`src/rtl/mod_arith_pkg.sv`:
```
// -----------------------------------------------------------------------------
// mod_arith_pkg
// Shared types and helpers for the modular-arithmetic datapath stages.
//   mod_mul_state_t : control states of the sequential modular multiplier
//   mod_word_t      : wide working word (MAX_W + 2 bits) for reduction steps
//   mod_dbl_add()   : one interleaved step, (2*acc + bit*a) mod m
// -----------------------------------------------------------------------------
package mod_arith_pkg;

    // Widest operand width supported by the helpers below.
    localparam int unsigned MAX_W = 32;

    // Two guard bits: 2*acc < 2*MOD and (2*acc mod MOD) + a < 2*MOD.
    typedef logic [MAX_W+1:0] mod_word_t;

    typedef enum logic [1:0] {
        IDLE = 2'd0,
        BUSY = 2'd1,
        DONE = 2'd2
    } mod_mul_state_t;

    // Requires acc < m and a < m; the result is then also < m.
    function automatic mod_word_t mod_dbl_add(
        input mod_word_t acc,
        input mod_word_t a,
        input logic      mbit,
        input mod_word_t m
    );
        mod_word_t t;
        t = acc << 1;
        if (t >= m) begin
            t = t - m;
        end
        if (mbit) begin
            t = t + a;
            if (t >= m) begin
                t = t - m;
            end
        end
        return t;
    endfunction

endpackage

```
`src/rtl/mod_mul_seq_if.sv`:
```
// -----------------------------------------------------------------------------
// mod_mul_seq_if
// Operand/result streaming bundle of the sequential modular multiplier.
//   in_valid  / in_ready  : operand handshake (source -> multiplier)
//   in_a, in_b            : multiplicand, multiplier (W bits)
//   out_valid / out_ready : result handshake (multiplier -> sink)
//   out_z                 : (a*b) mod MOD, 0 on range error
//   out_err               : operand out of range
// Modports: master = operand source / result sink, slave = multiplier.
// -----------------------------------------------------------------------------
interface mod_mul_seq_if #(
    parameter int unsigned W = 6
);
    logic         in_valid;
    logic         in_ready;
    logic [W-1:0] in_a;
    logic [W-1:0] in_b;
    logic         out_valid;
    logic         out_ready;
    logic [W-1:0] out_z;
    logic         out_err;

    modport master (
        output in_valid, in_a, in_b, out_ready,
        input  in_ready, out_valid, out_z, out_err
    );

    modport slave (
        input  in_valid, in_a, in_b, out_ready,
        output in_ready, out_valid, out_z, out_err
    );
endinterface

```
`src/rtl/mod_step.sv`:
```
// -----------------------------------------------------------------------------
// mod_step
// Combinational interleaved modular step: o_acc = (2*i_acc + i_bit*i_a) mod MOD.
// Ports:
//   i_acc  in  W  running accumulator, < MOD
//   i_a    in  W  multiplicand, < MOD
//   i_bit  in  1  current multiplier bit
//   o_acc  out W  next accumulator, < MOD
// -----------------------------------------------------------------------------
module mod_step
    import mod_arith_pkg::*;
#(
    parameter int unsigned W   = 6,
    parameter int unsigned MOD = 53
) (
    input  logic [W-1:0] i_acc,
    input  logic [W-1:0] i_a,
    input  logic         i_bit,
    output logic [W-1:0] o_acc
);

    assign o_acc = W'(mod_dbl_add(mod_word_t'(i_acc), mod_word_t'(i_a),
                                  i_bit, mod_word_t'(MOD)));

endmodule

```
`src/rtl/mod_mul_seq.sv`:
```
// -----------------------------------------------------------------------------
// mod_mul_seq
// Sequential modular multiplier, z = (a * b) mod MOD, one multiplier bit per
// clock, MSB first. Either a constant multiplier (USE_CONST=1, CONST_B) or a
// runtime multiplier taken from in_b.
// Ports:
//   clk    in  1  rising-edge clock
//   rst_n  in  1  asynchronous active-low reset
//   bus    slave modport of mod_mul_seq_if (operand and result streams)
// Timing: accept at edge E -> out_valid high after edge E+W; result held
// until out_ready; a new job may be accepted on the result handshake edge.
// -----------------------------------------------------------------------------
module mod_mul_seq
    import mod_arith_pkg::*;
#(
    parameter int unsigned MOD       = 53,
    parameter int unsigned W         = 6,
    parameter int unsigned USE_CONST = 1,
    parameter int unsigned CONST_B   = 13
) (
    input  logic          clk,
    input  logic          rst_n,
    mod_mul_seq_if.slave  bus
);

    localparam int unsigned  CW    = (W > 1) ? $clog2(W) : 1;
    localparam logic [W-1:0] MOD_W = W'(MOD);

    // ------------------------------------------------------------------
    // Elaboration-time parameter checks
    // ------------------------------------------------------------------
    if (W < 1 || W > MAX_W) begin : g_bad_w
        $error("mod_mul_seq: W=%0d outside 1..%0d", W, MAX_W);
    end
    if (64'(MOD) >= (64'(1) << W) || MOD < 2) begin : g_bad_mod
        $error("mod_mul_seq: MOD=%0d must satisfy 2 <= MOD < 2**W (W=%0d)", MOD, W);
    end
    if (CONST_B >= MOD) begin : g_bad_const
        $error("mod_mul_seq: CONST_B=%0d must be < MOD=%0d", CONST_B, MOD);
    end

    // ------------------------------------------------------------------
    // State and datapath registers
    // ------------------------------------------------------------------
    mod_mul_state_t r_state;
    mod_mul_state_t w_next_state;

    logic [W-1:0]  r_a;
    logic [W-1:0]  r_b;
    logic          r_err;
    logic [W-1:0]  r_acc;
    logic [CW-1:0] r_cnt;
    logic          r_out_valid;
    logic [W-1:0]  r_out_z;
    logic          r_out_err;

    logic          w_in_ready;
    logic          w_accept;
    logic          w_last;
    logic          w_bit;
    logic          w_in_err;
    logic [W-1:0]  w_in_b;
    logic [W-1:0]  w_step_acc;

    // ------------------------------------------------------------------
    // FSM: state register
    // ------------------------------------------------------------------
    always_ff @(posedge clk or negedge rst_n) begin
        if (!rst_n) begin
            r_state <= IDLE;
        end else begin
            r_state <= w_next_state;
        end
    end

    // ------------------------------------------------------------------
    // FSM: next state and control strobes
    // ------------------------------------------------------------------
    always_comb begin
        w_next_state = r_state;
        w_in_ready   = 1'b0;
        w_accept     = 1'b0;
        w_last       = 1'b0;
        unique case (r_state)
            IDLE: begin
                w_in_ready = 1'b1;
                if (bus.in_valid) begin
                    w_next_state = BUSY;
                end
            end
            BUSY: begin
                if (r_cnt == '0) begin
                    w_last       = 1'b1;
                    w_next_state = DONE;
                end
            end
            DONE: begin
                // Result handshake doubles as the accept slot for the next job.
                w_in_ready = bus.out_ready;
                if (bus.out_ready) begin
                    w_next_state = bus.in_valid ? BUSY : IDLE;
                end
            end
            default: begin
                w_next_state = IDLE;
            end
        endcase
        w_accept = w_in_ready & bus.in_valid;
    end

    // ------------------------------------------------------------------
    // Operand selection and range check at accept
    // ------------------------------------------------------------------
    assign w_in_b   = (USE_CONST != 0) ? W'(CONST_B) : bus.in_b;
    assign w_in_err = (bus.in_a >= MOD_W) ||
                      ((USE_CONST == 0) && (bus.in_b >= MOD_W));

    // ------------------------------------------------------------------
    // Reduction step
    // ------------------------------------------------------------------
    assign w_bit = r_b[r_cnt];

    mod_step #(
        .W   (W),
        .MOD (MOD)
    ) u_step (
        .i_acc (r_acc),
        .i_a   (r_a),
        .i_bit (w_bit),
        .o_acc (w_step_acc)
    );

    // ------------------------------------------------------------------
    // Datapath registers
    // ------------------------------------------------------------------
    always_ff @(posedge clk or negedge rst_n) begin
        if (!rst_n) begin
            r_a         <= '0;
            r_b         <= '0;
            r_err       <= 1'b0;
            r_acc       <= '0;
            r_cnt       <= '0;
            r_out_valid <= 1'b0;
            r_out_z     <= '0;
            r_out_err   <= 1'b0;
        end else begin
            if (w_accept) begin
                r_a   <= bus.in_a;
                r_b   <= w_in_b;
                r_err <= w_in_err;
                r_acc <= '0;
                r_cnt <= CW'(W - 1);
            end else if (r_state == BUSY) begin
                r_acc <= w_step_acc;
                r_cnt <= r_cnt - CW'(1);
            end

            // Erroneous operands still run the full W steps so latency
            // stays constant; only the published result is suppressed.
            if (w_last) begin
                r_out_valid <= 1'b1;
                r_out_z     <= r_err ? '0 : w_step_acc;
                r_out_err   <= r_err;
            end else if (r_state == DONE && bus.out_ready) begin
                r_out_valid <= 1'b0;
            end
        end
    end

    // ------------------------------------------------------------------
    // Outputs
    // ------------------------------------------------------------------
    assign bus.in_ready  = w_in_ready;
    assign bus.out_valid = r_out_valid;
    assign bus.out_z     = r_out_z;
    assign bus.out_err   = r_out_err;

endmodule

```
`src/flat_wrapper.sv`:
```
// flat-port wrapper written by rule: the top's interface ports become plain ports
module mod_mul_seq_flat import mod_arith_pkg::*;
#(
    parameter int unsigned MOD       = 53,
    parameter int unsigned W         = 6,
    parameter int unsigned USE_CONST = 1,
    parameter int unsigned CONST_B   = 13
)
  (clk, rst_n, bus_in_valid, bus_in_a, bus_in_b, bus_out_ready, bus_in_ready, bus_out_valid, bus_out_z, bus_out_err);
  mod_mul_seq_if #(.W(W)) bus_i ();
  input  logic clk;
  input  logic rst_n;
  input wire logic [$bits(bus_i.in_valid)-1:0] bus_in_valid;
  input wire logic [$bits(bus_i.in_a)-1:0] bus_in_a;
  input wire logic [$bits(bus_i.in_b)-1:0] bus_in_b;
  input wire logic [$bits(bus_i.out_ready)-1:0] bus_out_ready;
  output wire logic [$bits(bus_i.in_ready)-1:0] bus_in_ready;
  output wire logic [$bits(bus_i.out_valid)-1:0] bus_out_valid;
  output wire logic [$bits(bus_i.out_z)-1:0] bus_out_z;
  output wire logic [$bits(bus_i.out_err)-1:0] bus_out_err;
  assign bus_i.in_valid = bus_in_valid;
  assign bus_i.in_a = bus_in_a;
  assign bus_i.in_b = bus_in_b;
  assign bus_i.out_ready = bus_out_ready;
  assign bus_in_ready = bus_i.in_ready;
  assign bus_out_valid = bus_i.out_valid;
  assign bus_out_z = bus_i.out_z;
  assign bus_out_err = bus_i.out_err;
  mod_mul_seq #(.MOD(MOD), .W(W), .USE_CONST(USE_CONST), .CONST_B(CONST_B)) u_core (.clk(clk), .rst_n(rst_n), .bus(bus_i));
endmodule
```
`config.mk`:
```
export PLATFORM = sky130hd
export DESIGN_NAME = mod_mul_seq_flat
export DESIGN_NICKNAME = d
export VERILOG_FILES = /design/src/rtl/mod_arith_pkg.sv /design/src/rtl/mod_mul_seq_if.sv /design/src/rtl/mod_step.sv /design/src/rtl/mod_mul_seq.sv /design/src/flat_wrapper.sv
export SDC_FILE = /design/constraint.sdc
export NUM_CORES = 1
export LEC_CHECK = 0
export ABC_CLOCK_PERIOD_IN_PS = 6000
export CAP_MARGIN = 5
export CORE_MARGIN = 2
export CORE_UTILIZATION = 55
export DETAILED_ROUTE_END_ITERATION = 10
export PLACE_DENSITY = 0.8
export REMOVE_ABC_BUFFERS = 1
export SETUP_SLACK_MARGIN = 0.1
export SLEW_MARGIN = 20
export SYNTH_ARGS = -nofsm -noshare
export SYNTH_HDL_FRONTEND = slang
export SYNTH_SLANG_ARGS = --single-unit
```
`constraint.sdc`:
```
create_clock -name clk -period 6 [get_ports clk]
set_input_delay 1.5 -clock clk [delete_from_list [all_inputs] [get_ports clk]]
set_output_delay 1.5 -clock clk [all_outputs]
set_load 0.005 [all_outputs]
```
# Word-level counts from Yosys, hierarchy flattened
# Index checks and enable logic that the tools add are counted.
[classes] n_addsub=4 magnitude_cmp=4 eq_ne=5 muxes=20 bitwise=1 n_reduce_logical=6
[op_table] operator="adder 34 x 6 -> 34 bit" count=1
[op_table] operator=">= comparator 34 x 6 -> 1 bit (second input constant)" count=1
[op_table] operator="two-way mux 34 bit" count=1
[op_table] operator="two-way mux 6 bit" count=5
[op_table] operator="subtractor 7 x 6 -> 8 bit (second input constant)" count=1
[op_table] operator=">= comparator 7 x 6 -> 1 bit (second input constant)" count=1
[op_table] operator=">= comparator 6 bit (second input constant)" count=1
[op_table] operator="two-way mux 1 bit" count=6
[op_table] operator="two-way mux 2 bit" count=3
[op_table] operator="two-way mux 3 bit" count=2
[op_table] operator="case mux 2 bit (3 select lines)" count=1
[op_table] operator="subtractor 6 bit (second input constant)" count=1
[op_table] operator="less-than comparator 3 x 4 -> 1 bit (second input constant)" count=1
[op_table] operator="!= test 2 bit (second input constant)" count=2
[op_table] operator="nonzero test 2 bit" count=2
[op_table] operator="binary-select mux 1 bit (select 3 bit)" count=1
[op_table] operator="zero test 3 bit" count=1
[op_table] operator="AND reduction 3 bit" count=1
[op_table] operator="subtractor 3 x 1 -> 3 bit (second input constant)" count=1
[op_table] operator="equality test 2 x 1 -> 1 bit (second input constant)" count=1
[op_table] operator="equality test 2 bit (second input constant)" count=1
[op_table] operator="zero test 2 bit" count=1
[op_table] operator="!= test 2 x 1 -> 1 bit (second input constant)" count=1
[op_table] operator="case mux 1 bit (2 select lines)" count=1
[op_table] operator="2 further kinds" count=2
[totals] ff_bits=27 input_bits=16 out_inout_bits=9 wordCells=49

# Logic depth before layout (Yosys ltp)
# Gate-level depths: netlist (run 1).
[depth] word_depth=8 depth_mapped=18 ltp_nobuf=17

# Modules after synthesis
# Synthesis (run 1) repeated with hierarchy kept, for this count alone.
[hier_totals] hier_cells=213 area_unflattened_um2=1961.9
[modules_own_cells] module="mod_mul_seq" n_inst=1 cells_each=106 area_per_inst_um2=1162.4 seq_area_each_um2=675.6
[modules_own_cells] module="mod_step" n_inst=1 cells_each=107 area_per_inst_um2=799.5 seq_area_each_um2=0.0

# Worst setup path after synthesis (run 1)
# Ideal clock, no wire load.
[synth_timing] kind="register to register" start="reg u_core.r_acc[0]" end="reg u_core.r_out_z[4], in the netlist u_core.bus.out_z[4]" setup_ps=128 arrival_ps=4239 required_time_ps=5872 slack_ps=1633 path_stages_with_launch=17 path_buffers=1 period_less_slack_ps=4367 path_cell_list="dfrtp_1 a21o_1 a31oi_1 mux2_2 ha_1 o21ai_0 o21ai_0 a21oi_1 nand2b_1 ha_1 or4b_1 or4b_1 a21o_1 buf_6 nor3b_1 o32ai_2 o21ai_1"
[synth_via] elab_chain_len=7 elab_cells_between_ends=9 cone_classes="add/sub (3); order compare (2); mux (4)"
[synth_rtl] element="start, declared" line="mod_mul_seq.sv:51" rtl="logic [W-1:0] r_acc;"
[synth_rtl] element="start signal, assigned" line="mod_mul_seq.sv:154" rtl="r_acc <= w_step_acc;"
[synth_rtl] element="subtractor 7 x 6 -> 8 bit or >= comparator 7 x 6 -> 1 bit (tied branches)" line="mod_arith_pkg.sv:32, mod_arith_pkg.sv:31"
[synth_rtl] element="two-way mux 34 bit (*)" line="mod_arith_pkg.sv:31" rtl="if (t >= m) begin"
[synth_rtl] element="adder 34 x 6 -> 34 bit" line="mod_arith_pkg.sv:35" rtl="t = t + a;"
[synth_rtl] element=">= comparator 34 x 6 -> 1 bit or subtractor 6 bit (tied branches)" line="mod_arith_pkg.sv:36, mod_arith_pkg.sv:37"
[synth_rtl] element="two-way mux 6 bit" line="mod_arith_pkg.sv:36" rtl="if (t >= m) begin"
[synth_rtl] element="two-way mux 6 bit (*)" line="mod_arith_pkg.sv:34" rtl="if (mbit) begin"
[synth_rtl] element="two-way mux 6 bit (*)" line="mod_mul_seq.sv:162" rtl="r_out_z <= r_err ? '0 : w_step_acc;"
[synth_rtl] element="end signal, assigned" line="mod_mul_seq.sv:162"
[synth_rtl] element="end, declared" line="mod_mul_seq.sv:54" rtl="logic [W-1:0] r_out_z;"
# Every way passes the cells marked *; elsewhere a longest branch is shown, timed or not.
# A chain may end at the register's enable or synchronous reset.

# Worst setup path in the final report (run 1)
[layout_timing] start="reg u_core.r_acc[0]" end="reg u_core.r_acc[2]"
[layout_via] elab_chain_len=8 elab_cells_between_ends=10 cone_classes="add/sub (3); order compare (2); mux (5)"
[layout_rtl] element="subtractor 7 x 6 -> 8 bit or >= comparator 7 x 6 -> 1 bit (tied branches)" line="mod_arith_pkg.sv:32, mod_arith_pkg.sv:31"
[layout_rtl] element="two-way mux 34 bit (*)" line="mod_arith_pkg.sv:31"
[layout_rtl] element="adder 34 x 6 -> 34 bit" line="mod_arith_pkg.sv:35"
[layout_rtl] element=">= comparator 34 x 6 -> 1 bit or subtractor 6 bit (tied branches)" line="mod_arith_pkg.sv:36, mod_arith_pkg.sv:37"
[layout_rtl] element="two-way mux 6 bit" line="mod_arith_pkg.sv:36"
[layout_rtl] element="two-way mux 6 bit (*)" line="mod_arith_pkg.sv:34"
[layout_rtl] element="two-way mux 6 bit (*)" line="mod_mul_seq.sv:153" rtl="end else if (r_state == BUSY) begin"
[layout_rtl] element="two-way mux 6 bit (*)" line="mod_mul_seq.sv:147" rtl="if (w_accept) begin"
# Every way passes the cells marked *; elsewhere a longest branch is shown, timed or not. The select of a mux whose other input is x is not followed.

==> metrics.md, run 1 <==
| Metric | Value |
|---|---|
| Arrival time at the worst endpoint | `between 5000 and 6000 ps` |
| Area inside the core boundary | `between 0.003 and 0.004 sq mm` |
| Grt total ovfl | `0` |
| Transition time at the pin with the least slew margin | `slightly below 600 ps` |
| DP HPWL | `2980 microns` |
| Count of port buffers added during placement | `18` |
| Critical path start-end classification | `reg -> reg` |
| Number of buffers added to fix hold violations after cts | `0` |
| Violation count after the first detailed-route iteration | `just under 80` |
| WL final | `between 3000 and 4000 microns` |
| Chip width | `roughly 63 microns` |
| Resized cells post-CTS | `0` |
| Count of warnings emitted by yosys | `0` |
| Detailed-route via count | `1,586` |
| Share of synthesized registers carrying an async set or reset | `100%` |
| Number of flip-flops and latches in the synthesized netlist | `27` |
| Ratio of routed vias to standard cells | `between 5 and 6` |
| Critical R2R Launch | `u_core.r_acc[0]$_DFFE_PN0P_` |
| Highest Clock Rate | `0.204 GHz` |
| Max-slew headroom at the worst pin | `approximately 61%` |
| Final max-slew violation count | `0` |
| Data required time at the worst endpoint | `around 6300 ps` |
| Hold Vio Cnt, Final | `0` |
| Starting density of the core | `about 57%` |
| Top post-synthesis cells by area | `sky130_fd_sc_hd__dfrtp_1, sky130_fd_sc_hd__ha_1, sky130_fd_sc_hd__mux2_2` |
| Unrepaired setup endpoints after global routing | `no` |
| Tightest hold margin | `511 ps` |
| Launch instance of the worst min-delay path | `u_core.bus.out_z[3]$_DFFE_PN0P_` |
| Maximum count of clock buffers along a single path | `2` |
| Number of placement rows | `21` |
| Die Height | `roughly 63 microns` |
| CP startpoint | `u_core.r_acc[0]$_DFFE_PN0P_` |
| Distinct cells, synth | `52` |
| Crit Path Max Fanout | `11` |
| Clock-pin transition on the worst setup and hold timing paths | `approximately 140 ps` |
| Routability Congestion | `0.816` |
| Number of buffers created by CTS | `3` |
| Number of synthesized flops with an enable pin | `0` |
| Average size of a mapped cell | `around 9.4 sq um` |
| Largest net degree at the start of global routing | `28` |
| Number of antenna violations at the first check in global routing | `0` |
| Clock tree sinks | `27` |
| Detailed-route DRC error count | `0` |
| Layout cells sized above 1 | `7.86%` |
| Wire per inst | `around 14 microns` |
| Fillers | `between 300 and 400` |
| Area share of the leading cell type in the synthesized netlist | `a little over a third` |
| Count of nets after finishing | `around 270` |
| 1st-pass router iterations | `4` |
| Post-synth top cells | `sky130_fd_sc_hd__dfrtp_1, sky130_fd_sc_hd__ha_1, sky130_fd_sc_hd__nand2_1` |
| Class of the tightest hold or removal check | `reg -> reg` |
| Startpoint type of the worst setup path | `register` |
| Total GRT Usage | `20.7%` |
| Number of cells in the finished layout apart from fillers | `275` |
| Global-route wire length before repair | `6680 microns` |
| Clock period minus worst slack | `between 4000 and 5000 ps` |
| Number of standard cells after synthesis | `around 210` |
| Synth-to-layout area growth | `14.1%` |
| Antenna cell count | `0` |
| Clk_lat worst skew | `roughly 320 ps` |
| Top-level I/O count | `25` |
| Run status | `completed` |
| Setup clock skew after layout | `about 9.8 ps` |
| Number of maximum-capacitance violations | `0` |
| Clock tree from TritonCTS | `built` |
| Synthesized cell area | `0.00193 sq mm` |
| Ratio of final minimum period to clock period | `between 80 and 90%` |
| Final TNS setup | `0 ps` |
| Dominant cell by count in the synthesized netlist | `sky130_fd_sc_hd__dfrtp_1` |
| Die ar. | `0.00400 sq mm` |
| Endpoint type of the worst setup path | `register` |
| Cell count after placement | `around 270` |
| Share of synthesized area occupied by flip-flops and latches | `35.0%` |
| Number of global-route vias before repair | `about 1,500` |
| Final setup violation count | `0` |
| Number of setup buffers added after CTS | `0` |
| Top_reg_cell synth | `sky130_fd_sc_hd__dfrtp_1` |
| Remaining antenna violation count | `0` |
| Depth of the CTS H-tree | `1` |
| Library cell with the largest summed area after synthesis | `sky130_fd_sc_hd__dfrtp_1` |
| Root cell of the clock tree | `sky130_fd_sc_hd__clkbuf_4` |
cells by family (layout without fill, tap and decap cells):
logic type      count (synthesis)  in the layout  share of synthesized area [%]
simple gates                   70             70                           19.9
compound gates                 55             55                           19.5
xor+xnor                        8              8                           3.63
buf+inv                        15             33                           3.31
other cells                     1              7                          0.194
flops                          27             27                           35.0
mux                             9              9                           5.12
fa+ha+maj                      20             20                           13.4
flip-flops by register name (all words and copies together) (netlist names):
name	cells
u_core.r_b	1
u_core.bus.out_z	6
u_core.r_acc	6
u_core.bus.out_valid	1
u_core.r_a	6
u_core.r_cnt	3
u_core.r_state	2
u_core.bus.out_err	1
u_core.r_err	1
cell type report:
type,count,area (sq um),share of cell area [%]
inverter,9,33.8,1.53
timing repair buffer,20,195,8.86
clock inverter,1,5.00,0.227
sequential,27,676,30.7
multi-input combinational,169,1210,55.1
clock buffer,3,22.5,1.02
tap,46,57.6,2.61
worst paths after layout:
| path | slack, ps | cells past startpoint | end |
|---|---|---|---|
| worst min register to register | 510 | 1 | u_core.bus.out_z[3]$_DFFE_PN0P_ |
| worst max-delay path | 1090 | 15 | u_core.r_acc[2]$_DFFE_PN0P_ |
| worst max register to register | 1090 | 15 | u_core.r_acc[2]$_DFFE_PN0P_ |
| min in group asynchronous | 1530 | 2 | u_core.r_acc[4]$_DFFE_PN0P_ |
| worst min-delay path | 510 | 1 | u_core.bus.out_z[3]$_DFFE_PN0P_ |
| max in group asynchronous | 4220 | 2 | u_core.r_acc[1]$_DFFE_PN0P_ |
per-stage QoR:
step | setup WS (ps) | area [sq um] | utilization, %
2_1_floorplan | 1640 | 1920 | -
3_3_place_gp | 1160 | 2170 | 64.7
3_5_place_dp | 1200 | 2170 | 64.7
4_1_cts | 1160 | 2200 | 65.5
5_1_grt | 720 | 2200 | 65.5
6_report | 1090 | 2200 | 65.5
worst max-delay path, stage by stage, from the launching register on:
cell and delay, ps:
sky130_fd_sc_hd__dfrtp_1 490, sky130_fd_sc_hd__a21o_1 220, sky130_fd_sc_hd__a31oi_1 480, sky130_fd_sc_hd__mux2_2 420
sky130_fd_sc_hd__ha_1 340, sky130_fd_sc_hd__o21ai_0 120, sky130_fd_sc_hd__o21ai_0 280, sky130_fd_sc_hd__a21oi_1 100
sky130_fd_sc_hd__nand2b_1 150, sky130_fd_sc_hd__ha_1 170, sky130_fd_sc_hd__nand4bb_1 180, sky130_fd_sc_hd__nor4_1 380
sky130_fd_sc_hd__or4b_1 480, sky130_fd_sc_hd__a21o_1 300, sky130_fd_sc_hd__o311ai_1 530, sky130_fd_sc_hd__a22o_1 210
layout by cell type, fill, tap and decap left out, types with 3 or more instances in the layout:
cell,netlist,final
sky130_fd_sc_hd__nand2b_1,7,7
sky130_fd_sc_hd__mux2_2,7,7
sky130_fd_sc_hd__nor2_1,12,12
sky130_fd_sc_hd__clkbuf_4,0,3
sky130_fd_sc_hd__a21oi_1,9,9
sky130_fd_sc_hd__dfrtp_1,27,27
sky130_fd_sc_hd__o31ai_1,4,4
sky130_fd_sc_hd__conb_1,1,7
sky130_fd_sc_hd__nand3_1,4,4
sky130_fd_sc_hd__xnor2_1,3,3
sky130_fd_sc_hd__a32o_1,3,3
sky130_fd_sc_hd__ha_1,19,19
sky130_fd_sc_hd__xor2_1,5,5
sky130_fd_sc_hd__nor2b_1,3,3
sky130_fd_sc_hd__nand2_1,19,19
sky130_fd_sc_hd__a21o_1,4,4
sky130_fd_sc_hd__clkdlybuf4s50_1,0,18
sky130_fd_sc_hd__o21ai_1,5,5
sky130_fd_sc_hd__nor4_1,5,5
sky130_fd_sc_hd__inv_1,9,9
sky130_fd_sc_hd__o21ai_0,14,14
metal layers:
layer / wire, microns / part of all wire (%) / vias to the layer above / GRT usage [%]
li1: - / - / 805 / -
met1: 1780 / 48 / 751 / 27.9
met2: 1830 / 49 / 28 / 35.1
met3: 109 / 2.9 / 2 / 2.14
met4: 23 / 0.61 / 0 / 6.25
met5: 0 / 0 / - / 0
Power of run 1 is not shown: default switching activity piles up to over one toggle a cycle in this logic, so the estimate is an artifact.
==> inputs of run 2 (changes only) <==
- ABC_CLOCK_PERIOD_IN_PS: 6000 -> 4500
- CORE_UTILIZATION: 55 -> 50
- PLACE_DENSITY: 0.8 -> 0.76
- clock period: 6 -> 4.5 ns (I/O delays scaled with it)
==> metrics.md, run 2 (synthesis gave the netlist of run 1 again) <==
| Metric | Value |
|---|---|
| Data required time at the worst endpoint | `4670 ps (was 6270 ps)` |
| Count of port buffers added during placement | `18 (unchanged)` |
| Wire per inst | `14.7 microns (was 13.6 microns)` |
| Top library cells by usage in the layout, fill and taps aside | `sky130_fd_sc_hd__dfrtp_1, sky130_fd_sc_hd__nand2_1, sky130_fd_sc_hd__ha_1, sky130_fd_sc_hd__clkdlybuf4s50_1, sky130_fd_sc_hd__buf_4 (was sky130_fd_sc_hd__dfrtp_1, sky130_fd_sc_hd__nand2_1, sky130_fd_sc_hd__ha_1, sky130_fd_sc_hd__clkdlybuf4s50_1, sky130_fd_sc_hd__o21ai_0)` |
| Number of cells in the finished layout apart from fillers | `293 (was 275)` |
| Grt total ovfl | `0 (unchanged)` |
| Max-slew headroom at the worst pin | `56.1% (was 61.0%)` |
| Violation count after the first detailed-route iteration | `82 (was 78)` |
| Starting density of the core | `52.3% (was 57.4%)` |
| Remaining antenna violation count | `0 (unchanged)` |
| WL final | `4290 microns (was 3750 microns)` |
| Number of maximum-capacitance violations | `0 (unchanged)` |
| Depth of the worst register-to-register path | `15 (unchanged)` |
| Total area of sequential cells | `676 sq um (unchanged)` |
| Number of buffers added to fix hold violations after cts | `0 (unchanged)` |
| Hold Path Sink | `u_core.bus.out_z[4]$_DFFE_PN0P_ (was u_core.bus.out_z[3]$_DFFE_PN0P_)` |
| Area used by multi-input combinational logic | `0.00127 sq mm (was 0.00121 sq mm)` |
| Antenna cell count | `0 (unchanged)` |
| Area inside the core boundary | `0.00369 sq mm (was 0.00336 sq mm)` |
| Fillers | `313 (was 306)` |
| Clock tree from TritonCTS | `built (unchanged)` |
| Final TNS setup | `0 ps (unchanged)` |
| Count of nets after finishing | `282 (was 266)` |
| Setup clock skew after layout | `6.48 ps (was 9.80 ps)` |
| Most common cell after layout, fill and taps aside | `sky130_fd_sc_hd__dfrtp_1 (unchanged)` |
| Final setup violation count | `0 (unchanged)` |
| Cell count of the worst hold path | `2 (was 1)` |
| R2R Setup Slk | `320 ps (was 1090 ps)` |
| Startpoint type of the worst setup path | `register (unchanged)` |
| Largest net degree at the start of global routing | `28 (unchanged)` |
| Top-level I/O count | `25 (unchanged)` |
| Critical R2R Launch | `u_core.r_acc[0]$_DFFE_PN0P_ (unchanged)` |
| Number of placement rows | `22 (was 21)` |
| DP HPWL | `3210 microns (was 2980 microns)` |
| Endpoint type of the worst setup path | `register (unchanged)` |
| Run status | `completed (unchanged)` |
| Total GRT Usage | `20.9% (was 20.7%)` |
| Number of antenna violations at the first check in global routing | `0 (unchanged)` |
| Routability Congestion | `0.809 (was 0.816)` |
| Crit Path Max Fanout | `5 (was 11)` |
| Launch instance of the worst min-delay path | `u_core.bus.out_z[4]$_DFFE_PN0P_ (was u_core.bus.out_z[3]$_DFFE_PN0P_)` |
| Highest Clock Rate | `0.239 GHz (was 0.204 GHz)` |
| Reg2reg end | `u_core.bus.out_z[2]$_DFFE_PN0P_ (was u_core.r_acc[2]$_DFFE_PN0P_)` |
| Clock tree sinks | `27 (unchanged)` |
| Hold Vio Cnt, Final | `0 (unchanged)` |
| Critical path start-end classification | `reg -> reg (unchanged)` |
| Detailed-route via count | `1,694 (was 1,586)` |
| Arrival time at the worst endpoint | `4350 ps (was 5180 ps)` |
| Clock-pin transition on the worst setup and hold timing paths | `100 ps (was 140 ps)` |
| Ratio of final minimum period to clock period | `92.9% (was 81.9%)` |
| Number of buffers created by CTS | `3 (unchanged)` |
| Die Height | `66.1 microns (was 63.2 microns)` |
| Number of global-route vias before repair | `1,628 (was 1,470)` |
| Root cell of the clock tree | `sky130_fd_sc_hd__clkbuf_8 (was sky130_fd_sc_hd__clkbuf_4)` |
| Detailed-route DRC error count | `0 (unchanged)` |
| Core utilization of the finished layout | `64.9% (was 65.5%)` |
| Die ar. | `0.00437 sq mm (was 0.00400 sq mm)` |
| 1st-pass router iterations | `4 (unchanged)` |
| Ratio of routed vias to standard cells | `5.78 (was 5.77)` |
| Final max-slew violation count | `0 (unchanged)` |
| Cell count after placement | `287 (was 271)` |
| Class of the tightest hold or removal check | `reg -> reg (unchanged)` |
| Depth of the CTS H-tree | `1 (unchanged)` |
| Clk_lat worst skew | `270 ps (was 320 ps)` |
| Chip width | `66.1 microns (was 63.2 microns)` |
| Global-route wire length before repair | `7160 microns (was 6680 microns)` |
| Clock period minus worst slack | `4180 ps (was 4910 ps)` |
| Synth-to-layout area growth | `24.1% (was 14.1%)` |
| Layout cells sized above 1 | `15.9% (was 7.86%)` |
| Unrepaired setup endpoints after global routing | `no (unchanged)` |
| Maximum count of clock buffers along a single path | `2 (unchanged)` |
| Transition time at the pin with the least slew margin | `657 ps (was 582 ps)` |
[run 2: worst max-delay path, stage by stage, from the launching register on]
cell and delay (ps):
sky130_fd_sc_hd__dfrtp_1 400, sky130_fd_sc_hd__a21o_1 220, sky130_fd_sc_hd__a31oi_4 200, sky130_fd_sc_hd__mux2_4 340, sky130_fd_sc_hd__ha_1 290, sky130_fd_sc_hd__o21ai_0 100, sky130_fd_sc_hd__o21ai_1 220, sky130_fd_sc_hd__a21oi_1 90
sky130_fd_sc_hd__nand2b_1 150, sky130_fd_sc_hd__ha_1 260, sky130_fd_sc_hd__or4b_1 430, sky130_fd_sc_hd__or4b_4 550, sky130_fd_sc_hd__a21o_2 250, sky130_fd_sc_hd__a31oi_1 180, sky130_fd_sc_hd__o311ai_1 170, sky130_fd_sc_hd__a22o_1 230
[run 2: cell type report]
cell class	count	area share, %
Clock buffer	3	1.73
Clock inverter	1	0.314
Inverter	9	1.41
Multi-Input combinational cell	170	53.0
Sequential cell	27	28.2
Tap cell	48	2.51
Timing Repair Buffer	35	12.9
[run 2: worst max-delay path by stage]
stage                           startpoint                         endpoint  slack, ps
2_1_floorplan  u_core.r_acc[0]$_DFFE_PN0P_  u_core.bus.out_z[4]$_DFFE_PN0P_        140
3_3_place_gp   u_core.r_acc[0]$_DFFE_PN0P_  u_core.bus.out_z[4]$_DFFE_PN0P_         30
3_5_place_dp   u_core.r_acc[0]$_DFFE_PN0P_  u_core.bus.out_z[4]$_DFFE_PN0P_          6
4_1_cts        u_core.r_acc[0]$_DFFE_PN0P_  u_core.bus.out_z[4]$_DFFE_PN0P_        140
5_1_grt        u_core.r_acc[0]$_DFFE_PN0P_  u_core.bus.out_z[4]$_DFFE_PN0P_        120
6_report       u_core.r_acc[0]$_DFFE_PN0P_  u_core.bus.out_z[2]$_DFFE_PN0P_        320
[run 2: timing repair]
action / 4_1_cts / 5_1_grt
pin swaps: 0 / 3
resized for setup: 3 / 7
setup buffers: 0 / 1
setup endpoints to repair: 12 / 12
cloned: 0 / 1
[run 2: metal layers]
layer / track usage (%) / vias to the layer above / wire length, microns
met5: 0 / - / 0
met1: 26.8 / 823 / 1970
met2: 36.4 / 31 / 2160
met4: 7.65 / 0 / 42
met3: 2.21 / 6 / 129
li1: - / 834 / -
[run 2: through the flow]
step	cell area [sq um]	worst slack, ps	hold slack, ps
final	2390	320	501
after global routing	2390	119	525
after CTS	2350	140	506
after detailed placement	2280	5.60	479
after global placement	2280	26.6	474
after floorplan	1920	144	450
Power of run 2 is left out for the same reason.
==> inputs of run 3 (changes only) <==
- CORE_ASPECT_RATIO: not set -> 1.1
- CORE_UTILIZATION: 50 -> 52
- CTS_BUF_LIST: not set -> sky130_fd_sc_hd__clkbuf_2
- PLACE_DENSITY: 0.76 -> 0.79
==> metrics.md, run 3 (synthesis gave the netlist of run 1 again) <==
| Metric | Value |
|---|---|
| Largest net degree at the start of global routing | `28 (unchanged)` |
| Final setup slack of the worst path | `262 ps (was 320 ps)` |
| Pre-CTS WS | `-55.8 ps (was 5.60 ps)` |
| Starting density of the core | `53.6% (was 52.3%)` |
| Top-level I/O count | `25 (unchanged)` |
| Clock period minus worst slack | `4240 ps (was 4180 ps)` |
| Layout cells sized above 1 | `17.1% (was 15.9%)` |
| WL final | `4120 microns (was 4290 microns)` |
| Detailed-route via count | `1,663 (was 1,694)` |
| Hold Vio Cnt, Final | `0 (unchanged)` |
| Depth of the worst register-to-register path | `16 (was 15)` |
| Total GRT Usage | `20.8% (was 20.9%)` |
| Clk_lat worst skew | `370 ps (was 270 ps)` |
| Unrepaired setup endpoints after global routing | `no (unchanged)` |
| Count of nets after finishing | `283 (was 282)` |
| Cell count of the worst hold path | `2 (unchanged)` |
| Number of buffers added to fix hold violations after cts | `0 (unchanged)` |
| Number of maximum-capacitance violations | `0 (unchanged)` |
| Critical R2R Launch | `u_core.r_acc[0]$_DFFE_PN0P_ (unchanged)` |
| Synth-to-layout area growth | `23.6% (was 24.1%)` |
| Endpoint type of the worst setup path | `register (unchanged)` |
| Crit-path max cell delay | `550 ps (about the same)` |
| Routability Congestion | `0.787 (was 0.809)` |
| Crit Path Max Fanout | `6 (was 5)` |
| Clock-pin transition on the worst setup and hold timing paths | `270 ps (was 100 ps)` |
| Critical path start-end classification | `reg -> reg (unchanged)` |
| Maximum count of clock buffers along a single path | `2 (unchanged)` |
| Top library cells by usage in the layout, fill and taps aside | `sky130_fd_sc_hd__dfrtp_1, sky130_fd_sc_hd__nand2_1, sky130_fd_sc_hd__ha_1, sky130_fd_sc_hd__clkdlybuf4s50_1, sky130_fd_sc_hd__buf_4 (unchanged)` |
| Most common cell after layout, fill and taps aside | `sky130_fd_sc_hd__dfrtp_1 (unchanged)` |
| Number of placement rows | `23 (was 22)` |
| Max-slew headroom at the worst pin | `60.3% (was 56.1%)` |
| Highest Clock Rate | `0.236 GHz (was 0.239 GHz)` |
| Chip width | `62.1 microns (was 66.1 microns)` |
| Count of port buffers added during placement | `18 (unchanged)` |
| Area used by multi-input combinational logic | `0.00127 sq mm (about the same)` |
| Final setup violation count | `0 (unchanged)` |
| R2R Setup Slk | `260 ps (was 320 ps)` |
| Root cell of the clock tree | `sky130_fd_sc_hd__clkbuf_2 (was sky130_fd_sc_hd__clkbuf_8)` |
| Area inside the core boundary | `0.00360 sq mm (was 0.00369 sq mm)` |
| Slowest cell on crit path | `sky130_fd_sc_hd__or4b_4 (unchanged)` |
| Clock tree sinks | `27 (unchanged)` |
| Final max-slew violation count | `0 (unchanged)` |
| Clock tree from TritonCTS | `built (unchanged)` |
| Die Height | `67.9 microns (was 66.1 microns)` |
| Fillers | `297 (was 313)` |
| Hold Path Sink | `u_core.r_a[3]$_DFFE_PN0P_ (was u_core.bus.out_z[4]$_DFFE_PN0P_)` |
| Grt total ovfl | `0 (unchanged)` |
| Run status | `completed (unchanged)` |
| Number of global-route vias before repair | `1,512 (was 1,628)` |
| Number of antenna violations at the first check in global routing | `0 (unchanged)` |
| Number of buffers created by CTS | `3 (unchanged)` |
| Reg2reg end | `u_core.bus.out_z[2]$_DFFE_PN0P_ (unchanged)` |
| Transition time at the pin with the least slew margin | `594 ps (was 657 ps)` |
| Violation count after the first detailed-route iteration | `51 (was 82)` |
| Depth of the CTS H-tree | `1 (unchanged)` |
| Startpoint type of the worst setup path | `register (unchanged)` |
| Antenna cell count | `0 (unchanged)` |
| Wire per inst | `13.9 microns (was 14.7 microns)` |
| CP startpoint | `u_core.r_acc[0]$_DFFE_PN0P_ (unchanged)` |
| DP HPWL | `3160 microns (was 3210 microns)` |
| Remaining antenna violation count | `0 (unchanged)` |
| Arrival time at the worst endpoint | `4550 ps (was 4350 ps)` |
| Launch instance of the worst min-delay path | `u_core.r_a[3]$_DFFE_PN0P_ (was u_core.bus.out_z[4]$_DFFE_PN0P_)` |
| Global-route wire length before repair | `6660 microns (was 7160 microns)` |
| Class of the tightest hold or removal check | `reg -> reg (unchanged)` |
| Ratio of final minimum period to clock period | `94.2% (was 92.9%)` |
| 1st-pass router iterations | `4 (unchanged)` |
| Total area of sequential cells | `676 sq um (unchanged)` |
| Setup clock skew after layout | `23.4 ps (was 6.48 ps)` |
| Data required time at the worst endpoint | `4810 ps (was 4670 ps)` |
| Die ar. | `0.00421 sq mm (was 0.00437 sq mm)` |
| Cells traversed along the worst timing path | `a21o_1 > a31oi_4 > mux2_4 > ha_1 > o21ai_1 > o21ai_1 > a21oi_1 > nand2b_1 > ha_1 > or4b_1 > or4b_4 > a21o_4 > a31oi_1 > o311ai_1 > buf_4 > a22o_1 (was a21o_1 > a31oi_4 > mux2_4 > ha_1 > o21ai_0 > o21ai_1 > a21oi_1 > nand2b_1 > ha_1 > or4b_1 > or4b_4 > a21o_2 > a31oi_1 > o311ai_1 > a22o_1)` |
| Ratio of routed vias to standard cells | `5.62 (was 5.78)` |
| Detailed-route DRC error count | `0 (unchanged)` |
## run 3: cell count changes in the layout (fill, tap and decap cells not counted), sizes merged
cell,delta
buf,+1
## run 3: repair_timing
action,in CTS,in global routing
cloned,0,1
pin swaps,0,5
hold endpoints to repair,0,0
setup buffers,0,1
gates resized for setup,6,6
setup endpoints to repair,12,12
## run 3: how the worst max path moves through the flow
stage,endpoint,slack [ps],cells after the start
after CTS,u_core.bus.out_z[4]$_DFFE_PN0P_,130,15
after floorplan,u_core.bus.out_z[4]$_DFFE_PN0P_,140,15
after detailed placement,u_core.bus.out_z[4]$_DFFE_PN0P_,-60,16
final,u_core.bus.out_z[2]$_DFFE_PN0P_,260,16
after global placement,u_core.bus.out_z[4]$_DFFE_PN0P_,-30,15
after global routing,u_core.r_acc[1]$_DFFE_PN0P_,100,16
## run 3: final cells by class
type	instances	area share (%)
Multi-Input combinational cell	170	53.5
Timing Repair Buffer	36	13.2
Clock inverter	1	0.315
Inverter	9	1.42
Sequential cell	27	28.3
Clock buffer	3	0.630
Tap cell	50	2.62
## run 3: metrics by stage
step                      hold slack, ps  setup TNS, ps  cells  instance area (sq um)  util [%]
after floorplan                      450              0    205                   1920         -
after global placement               471          -52.2    290                   2290      63.7
after detailed placement             483           -168    290                   2290      63.7
after CTS                            537              0    294                   2340      65.1
after global routing                 556              0    296                   2380      66.3
final                                525              0    296                   2380      66.3
## run 3: worst max-delay path: cells and delay by family (launching register included)
kind | cells | cell delay (ps)
buf+inv | 1 | 160
simple gates | 3 | 1130
flops | 1 | 450
fa+ha+maj | 2 | 560
mux | 1 | 340
compound gates | 9 | 1550
## run 3: metal layers
layer	vias to the layer above	routed length, microns	track usage, %	share of wire [%]
li1	840	-	-	-
met1	805	1920	26.7	47
met2	16	2100	37.1	51
met3	2	78	2.27	1.9
met4	0	22	4.52	0.53
met5	-	0	0	0
Power of run 3 is left out for the same reason.
